--- src/rtl/dsm_pkg.sv ---
// Shared types and default widths for the DSM frequency-sweep controller.
package dsm_pkg;

  localparam int unsigned DSM_ACC_FRAC_WIDTH = 24;
  localparam int unsigned DSM_ACC_INT_WIDTH  = 8;
  localparam int unsigned DSM_STEP_W         = DSM_ACC_FRAC_WIDTH + DSM_ACC_INT_WIDTH;
  localparam int unsigned DSM_DWELL_WIDTH    = 16;

  typedef enum logic [1:0] {
    ST_IDLE  = 2'd0,
    ST_DWELL = 2'd1,
    ST_STEP  = 2'd2,
    ST_DONE  = 2'd3
  } sweep_state_t;

endpackage

--- src/rtl/dsm_dwell_timer.sv ---
// Dwell counter: loads a hold length minus one, counts down while running,
// and flags expiry during the final cycle of the hold.
module dsm_dwell_timer #(
  parameter int unsigned DWELL_WIDTH = 16
) (
  input  logic                   clk,
  input  logic                   rst,
  input  logic                   load,
  input  logic                   run,
  input  logic [DWELL_WIDTH-1:0] load_val,
  output logic                   expire
);

  logic [DWELL_WIDTH-1:0] count_q;

  assign expire = run && (count_q == '0);

  always_ff @(posedge clk or posedge rst) begin
    if (rst) begin
      count_q <= '0;
    end else if (load) begin
      count_q <= load_val;
    end else if (run && (count_q != '0)) begin
      count_q <= count_q - 1'b1;
    end
  end

endmodule

--- src/rtl/dsm_sweep_ctrl.sv ---
// Frequency-sweep controller: steps the DSM core NCO phase step from a start
// value to a stop value, holding each value for a programmable dwell.
module dsm_sweep_ctrl
  import dsm_pkg::*;
#(
  parameter  int unsigned ACC_FRAC_WIDTH = DSM_ACC_FRAC_WIDTH,
  parameter  int unsigned ACC_INT_WIDTH  = DSM_ACC_INT_WIDTH,
  parameter  int unsigned DWELL_WIDTH    = DSM_DWELL_WIDTH,
  localparam int unsigned STEP_W         = ACC_FRAC_WIDTH + ACC_INT_WIDTH
) (
  input  logic                   aclk,
  input  logic                   arst,
  input  logic                   start,
  input  logic                   stop,
  input  logic                   continuous,
  input  logic [STEP_W-1:0]      step_start,
  input  logic [STEP_W-1:0]      step_stop,
  input  logic [STEP_W-1:0]      step_inc,
  input  logic [DWELL_WIDTH-1:0] dwell_cycles,
  output logic [STEP_W-1:0]      nco_step,
  output logic                   nco_step_enable,
  output logic                   busy,
  output logic                   done
);

  sweep_state_t state_q, state_d;

  logic [STEP_W-1:0]      nco_q, nco_d;
  logic                   en_q, en_d;
  logic                   busy_q, busy_d;
  logic                   done_q, done_d;
  logic                   last_q, last_d;

  logic [STEP_W-1:0]      cfg_start_q, cfg_start_d;
  logic [STEP_W-1:0]      cfg_stop_q, cfg_stop_d;
  logic [STEP_W-1:0]      cfg_inc_q, cfg_inc_d;
  logic [DWELL_WIDTH-1:0] cfg_dwell_q, cfg_dwell_d;
  logic                   cfg_cont_q, cfg_cont_d;

  logic                   tmr_load;
  logic                   tmr_run;
  logic [DWELL_WIDTH-1:0] tmr_load_val;
  logic                   tmr_expire;
  logic [STEP_W:0]        sum;

  dsm_dwell_timer #(
    .DWELL_WIDTH(DWELL_WIDTH)
  ) u_dwell_timer (
    .clk      (aclk),
    .rst      (arst),
    .load     (tmr_load),
    .run      (tmr_run),
    .load_val (tmr_load_val),
    .expire   (tmr_expire)
  );

  assign sum = {1'b0, nco_q} + {1'b0, cfg_inc_q};

  // STEP marks the first cycle a newly stepped value is presented; it dwells
  // exactly like DWELL so consecutive values follow with no dead cycle.
  always_comb begin
    state_d      = state_q;
    nco_d        = nco_q;
    en_d         = en_q;
    done_d       = 1'b0;
    last_d       = last_q;
    cfg_start_d  = cfg_start_q;
    cfg_stop_d   = cfg_stop_q;
    cfg_inc_d    = cfg_inc_q;
    cfg_dwell_d  = cfg_dwell_q;
    cfg_cont_d   = cfg_cont_q;
    tmr_load     = 1'b0;
    tmr_run      = 1'b0;
    tmr_load_val = cfg_dwell_q;

    unique case (state_q)
      ST_IDLE: begin
        en_d = 1'b0;
        if (start && !stop) begin
          cfg_start_d  = step_start;
          cfg_stop_d   = step_stop;
          cfg_inc_d    = step_inc;
          cfg_dwell_d  = dwell_cycles;
          cfg_cont_d   = continuous;
          nco_d        = step_start;
          en_d         = 1'b1;
          last_d       = (step_inc == '0) || (step_start >= step_stop);
          tmr_load     = 1'b1;
          tmr_load_val = dwell_cycles;
          state_d      = ST_DWELL;
        end
      end

      ST_DWELL, ST_STEP: begin
        tmr_run = 1'b1;
        if (stop) begin
          en_d    = 1'b0;
          state_d = ST_IDLE;
        end else if (tmr_expire) begin
          if (last_q) begin
            if (cfg_cont_q) begin
              nco_d    = cfg_start_q;
              last_d   = (cfg_inc_q == '0) || (cfg_start_q >= cfg_stop_q);
              tmr_load = 1'b1;
              state_d  = ST_DWELL;
            end else begin
              en_d    = 1'b0;
              done_d  = 1'b1;
              state_d = ST_DONE;
            end
          end else begin
            // Overflow of the step width counts as reaching the stop value.
            if (sum[STEP_W] || (sum[STEP_W-1:0] >= cfg_stop_q)) begin
              nco_d  = cfg_stop_q;
              last_d = 1'b1;
            end else begin
              nco_d  = sum[STEP_W-1:0];
              last_d = 1'b0;
            end
            tmr_load = 1'b1;
            state_d  = ST_STEP;
          end
        end else begin
          state_d = ST_DWELL;
        end
      end

      ST_DONE: begin
        en_d    = 1'b0;
        state_d = ST_IDLE;
      end
    endcase

    busy_d = (state_d != ST_IDLE);
  end

  always_ff @(posedge aclk or posedge arst) begin
    if (arst) begin
      state_q     <= ST_IDLE;
      nco_q       <= '0;
      en_q        <= 1'b0;
      busy_q      <= 1'b0;
      done_q      <= 1'b0;
      last_q      <= 1'b0;
      cfg_start_q <= '0;
      cfg_stop_q  <= '0;
      cfg_inc_q   <= '0;
      cfg_dwell_q <= '0;
      cfg_cont_q  <= 1'b0;
    end else begin
      state_q     <= state_d;
      nco_q       <= nco_d;
      en_q        <= en_d;
      busy_q      <= busy_d;
      done_q      <= done_d;
      last_q      <= last_d;
      cfg_start_q <= cfg_start_d;
      cfg_stop_q  <= cfg_stop_d;
      cfg_inc_q   <= cfg_inc_d;
      cfg_dwell_q <= cfg_dwell_d;
      cfg_cont_q  <= cfg_cont_d;
    end
  end

  assign nco_step        = nco_q;
  assign nco_step_enable = en_q;
  assign busy            = busy_q;
  assign done            = done_q;

endmodule

--- config.mk ---
export PLATFORM = sky130hd
export DESIGN_NAME = dsm_sweep_ctrl
export DESIGN_NICKNAME = d
export VERILOG_FILES = /design/src/rtl/dsm_pkg.sv /design/src/rtl/dsm_dwell_timer.sv /design/src/rtl/dsm_sweep_ctrl.sv
export SDC_FILE = /design/constraint.sdc
export NUM_CORES = 1
export LEC_CHECK = 0
export CAP_MARGIN = 20
export CELL_PAD_IN_SITES_DETAIL_PLACEMENT = 0
export CELL_PAD_IN_SITES_GLOBAL_PLACEMENT = 1
export CORE_AREA = 3 3 176 178
export CTS_CLUSTER_DIAMETER = 50
export DETAILED_ROUTE_END_ITERATION = 12
export DIE_AREA = 0 0 179 181
export HOLD_SLACK_MARGIN = 0.02
export PLACE_DENSITY = 0.81
export SKIP_LAST_GASP = 1
export SLEW_MARGIN = 20
export SYNTH_ARGS = -nofsm -noshare
export SYNTH_HDL_FRONTEND = slang
export SYNTH_SLANG_ARGS = --single-unit
--- constraint.sdc ---
create_clock -name aclk -period 6.61 [get_ports aclk]
set_clock_uncertainty 0.2 [all_clocks]
set_input_delay 1.6525 -clock aclk [delete_from_list [all_inputs] [get_ports aclk]]
set_output_delay 1.6525 -clock aclk [all_outputs]
set_load 0.05 [all_outputs]
==> out/results.tsv <==
metric	value	unit
status	completed	
Slew @ Worst Pin	0.9897	ns
Resized Gates After CTS	0	
I/O pins	152	
total number of vias	9785	
Final min period	5.643	ns
Slew Viols, Final	0	
CTS buffer count	17	
GPL Wtd Cong	0.9413	
All-Layer GR Usage	0.2144	
Cell Rows	63	
Post-Synth Simple-Gate Area	0.1407	
peak fanout along the critical path	18	
drt pass-1 iters	7	
Synth area leader	dfrtp_1	
Post-CTS Setup Repair Bufs	0	
maximum vdd drop	353.6	uV
CTS max path bufs	2	
crit path DAT	5.78	ns
initial antenna violation count	0	
die height	181	um
fmax	177.2	MHz
worst-path cell chain	ha_1 -> fa_1 -> a211oi_1 -> o211ai_1 -> nand3_1 -> nand4b_1 -> a31oi_1 -> o21bai_1 -> xnor2_1 -> ha_1 -> nand4_1 -> nor3_1 -> a2111oi_0 -> o211ai_1 -> a211oi_2 -> o21ai_4 -> buf_4 -> nand3b_1 -> o21a_1	
post-synthesis instance total	1240	
DRC viols	0	
Area Overhead vs Synth	21.71	%
Max-slew headroom	0.3402	
DR WL/cell	19.23	um
Switching Share	0.4879	
Pint	0.004262	W
ant diodes	0	
dpl hpwl	26520	um
Netlist cell types	67	
adder-cell share of the synthesized area	0.1438	
crit start category	flip-flop	
share of layout cells above drive strength 1	0.1049	
Compound-Gate Fraction of Synth Area	0.1734	
largest net degree at the start of global routing	108	
RSZ-0062 raised after global routing	no	
IO Port Bufs	151	
Logic pwr share	0.632	
post-synthesis mux area share	0.1010	
H-tree Lvls	4	
kind of critical path	reg -> reg	
Yosys top cell area share	0.3623	
synthesized area per cell	9.301	um^2
largest cells by area after synthesis	dfrtp_1, ha_1, mux2_2	
vias in the first global route	9812	
crit path max-delay cell type	a31oi_1	
Top FF cell, synth	dfrtp_1	
number of synthesized flops with an enable pin	0	
Req. time, crit path	6.74	ns
post-route ant nets	0	
Synth Register Bits	167	
clock power share	0.126	
Setup violations, final	0	
Synth Cell Area	11530	um^2
Via density	5.522	
die width	179	um
CTS Sinks	167	
Reg power frac	0.242	
Pwr Total	0.008322	W
Worst-Skew Late Latency	0.45	ns
starting density of the core	0.3902	
P_sw	0.004060	W
Seq/Total Area, Yosys	0.3623	
asr flop ratio synth	1.000	
CTS tree	done	
Hold Crit Class	reg -> reg	
Clock Root Buffer	clkbuf_16	
count leader, synth	dfrtp_1	
synth cell count leaders	dfrtp_1, nand2_1, ha_1	
final hold vios	0	
number of DRC markers in iteration 0	583	
routed wire length	34080	um
Hold Buf Count CTS	0	
Core Region	29560	um^2
CP endpoint kind	flip-flop	
Pwr Density	592.8	nW/um^2
combinational family with the most area after synthesis	compound AO/OA/AOI/OAI gates	
xor/xnor share of the synthesized area	0.03113	
TNS Setup	0	ns
clock transition at the registers of the reported paths	0.07	ns
Final Cycle Share	0.8538	
first-pass GRT wire length	54570	um
Leakage	6.374	nW
total congestion overflow	0	
Synth warnings	0	
crit-path max cell delay	0.61	ns
fill count	2822	
max_cap viols	0	
net count after synthesis	1489	
die area	32400	um^2
nets	1618	
## cell type report
class / count / area [um^2] / area share
Inverter: 86 / 327.8 / 0.02335
Sequential cell: 167 / 4179 / 0.2977
Tap cell: 390 / 488.0 / 0.03476
Clock buffer: 19 / 452.9 / 0.03227
Clock inverter: 13 / 155.1 / 0.01105
Timing Repair Buffer: 162 / 1594 / 0.1136
Multi-Input combinational cell: 935 / 6840 / 0.4873
## power by group through the flow
| stage | Combinational [W] | Clock (W) | Sequential (W) |
|---|---|---|---|
| 2_1_floorplan | 0.00359 | 0 | 0.00211 |
| 3_3_place_gp | 0.00518 | 0 | 0.00201 |
| 3_5_place_dp | 0.00521 | 0 | 0.00202 |
| 4_1_cts | 0.00525 | 0.00106 | 0.00201 |
| 5_1_grt | 0.00590 | 0.00111 | 0.00207 |
| 6_report | 0.00526 | 0.00105 | 0.00201 |
## placed cells by master, fill, tap and decap left out, drive strengths merged, types with 25 or more instances in the layout
cell,instances
nor2,34
xnor2,25
mux2,83
inv,92
ha,131
nand2,154
a21oi,85
o21ai,117
a21o,37
clkdlybuf4s50,151
dfrtp,167
## critical path: cells and delay by family (launching register included)
kind,cells,cell delay [ns]
flops,1,0.41
simple gates,5,0.80
compound gates,9,2.59
buf+inv,1,0.33
xor+xnor,1,0.25
fa+ha+maj,3,0.96
## per-layer routing
layer	up-vias	share of wire	global-route usage	wire [um]
li1	4767	-	-	-
met1	4737	0.48	0.3012	16240
met2	236	0.46	0.3416	15620
met3	45	0.045	0.03720	1525
met4	0	0.020	0.05580	693
met5	-	0	0	0
## flip-flops by register name, indices dropped and copies added, names as in the netlist
| signal | flops |
|---|---|
| nco_step | 32 |
| nco_step_enable | 1 |
| cfg_start_q | 32 |
| cfg_dwell_q | 16 |
| state_q | 2 |
| cfg_stop_q | 32 |
| last_q | 1 |
| u_dwell_timer.count_q | 16 |
| busy | 1 |
| cfg_cont_q | 1 |
| cfg_inc_q | 32 |
| done | 1 |
## metrics by stage
step / cell area [um^2] / hold WS, ns / utilization / std cells / setup slack (ns)
6_report: 14040 / 0.2860 / 0.4749 / 1772 / 0.9665
5_1_grt: 14040 / 0.3145 / 0.4749 / 1772 / 0.5219
4_1_cts: 14040 / 0.2887 / 0.4749 / 1772 / 0.9937
3_3_place_gp: 13430 / 0.2656 / 0.4543 / 1740 / 1.188
3_5_place_dp: 13430 / 0.2716 / 0.4543 / 1740 / 1.017
2_1_floorplan: 11530 / 0.2498 / - / 1240 / 0.2391
## path summary, 6_finish.rpt
| check | from | depth (start not counted) | slack [ns] | endpoint |
|---|---|---|---|---|
| min in group asynchronous | arst | 2 | 1.58 | cfg_stop_q[7] |
| max reg2reg | nco_step[0] | 19 | 0.97 | nco_step[28] |
| max in group asynchronous | arst | 3 | 3.59 | cfg_start_q[22] |
| min | cfg_stop_q[23] | 2 | 0.29 | cfg_stop_q[23] |
| max | nco_step[0] | 19 | 0.97 | nco_step[28] |
| min reg2reg | cfg_stop_q[23] | 2 | 0.29 | cfg_stop_q[23] |
## cells by family (layout without fill, tap and decap cells)
family / Yosys count / in the layout
AND/OR/NAND/NOR: 332 / 332
AO/OA/AOI/OAI: 324 / 324
flip-flops: 167 / 167
buffers and inverters: 138 / 280
adder cells (fa/ha/maj): 132 / 132
multiplexers: 106 / 106
XOR/XNOR: 41 / 41
No activity file was read; power rests on OpenSTA's default activity.
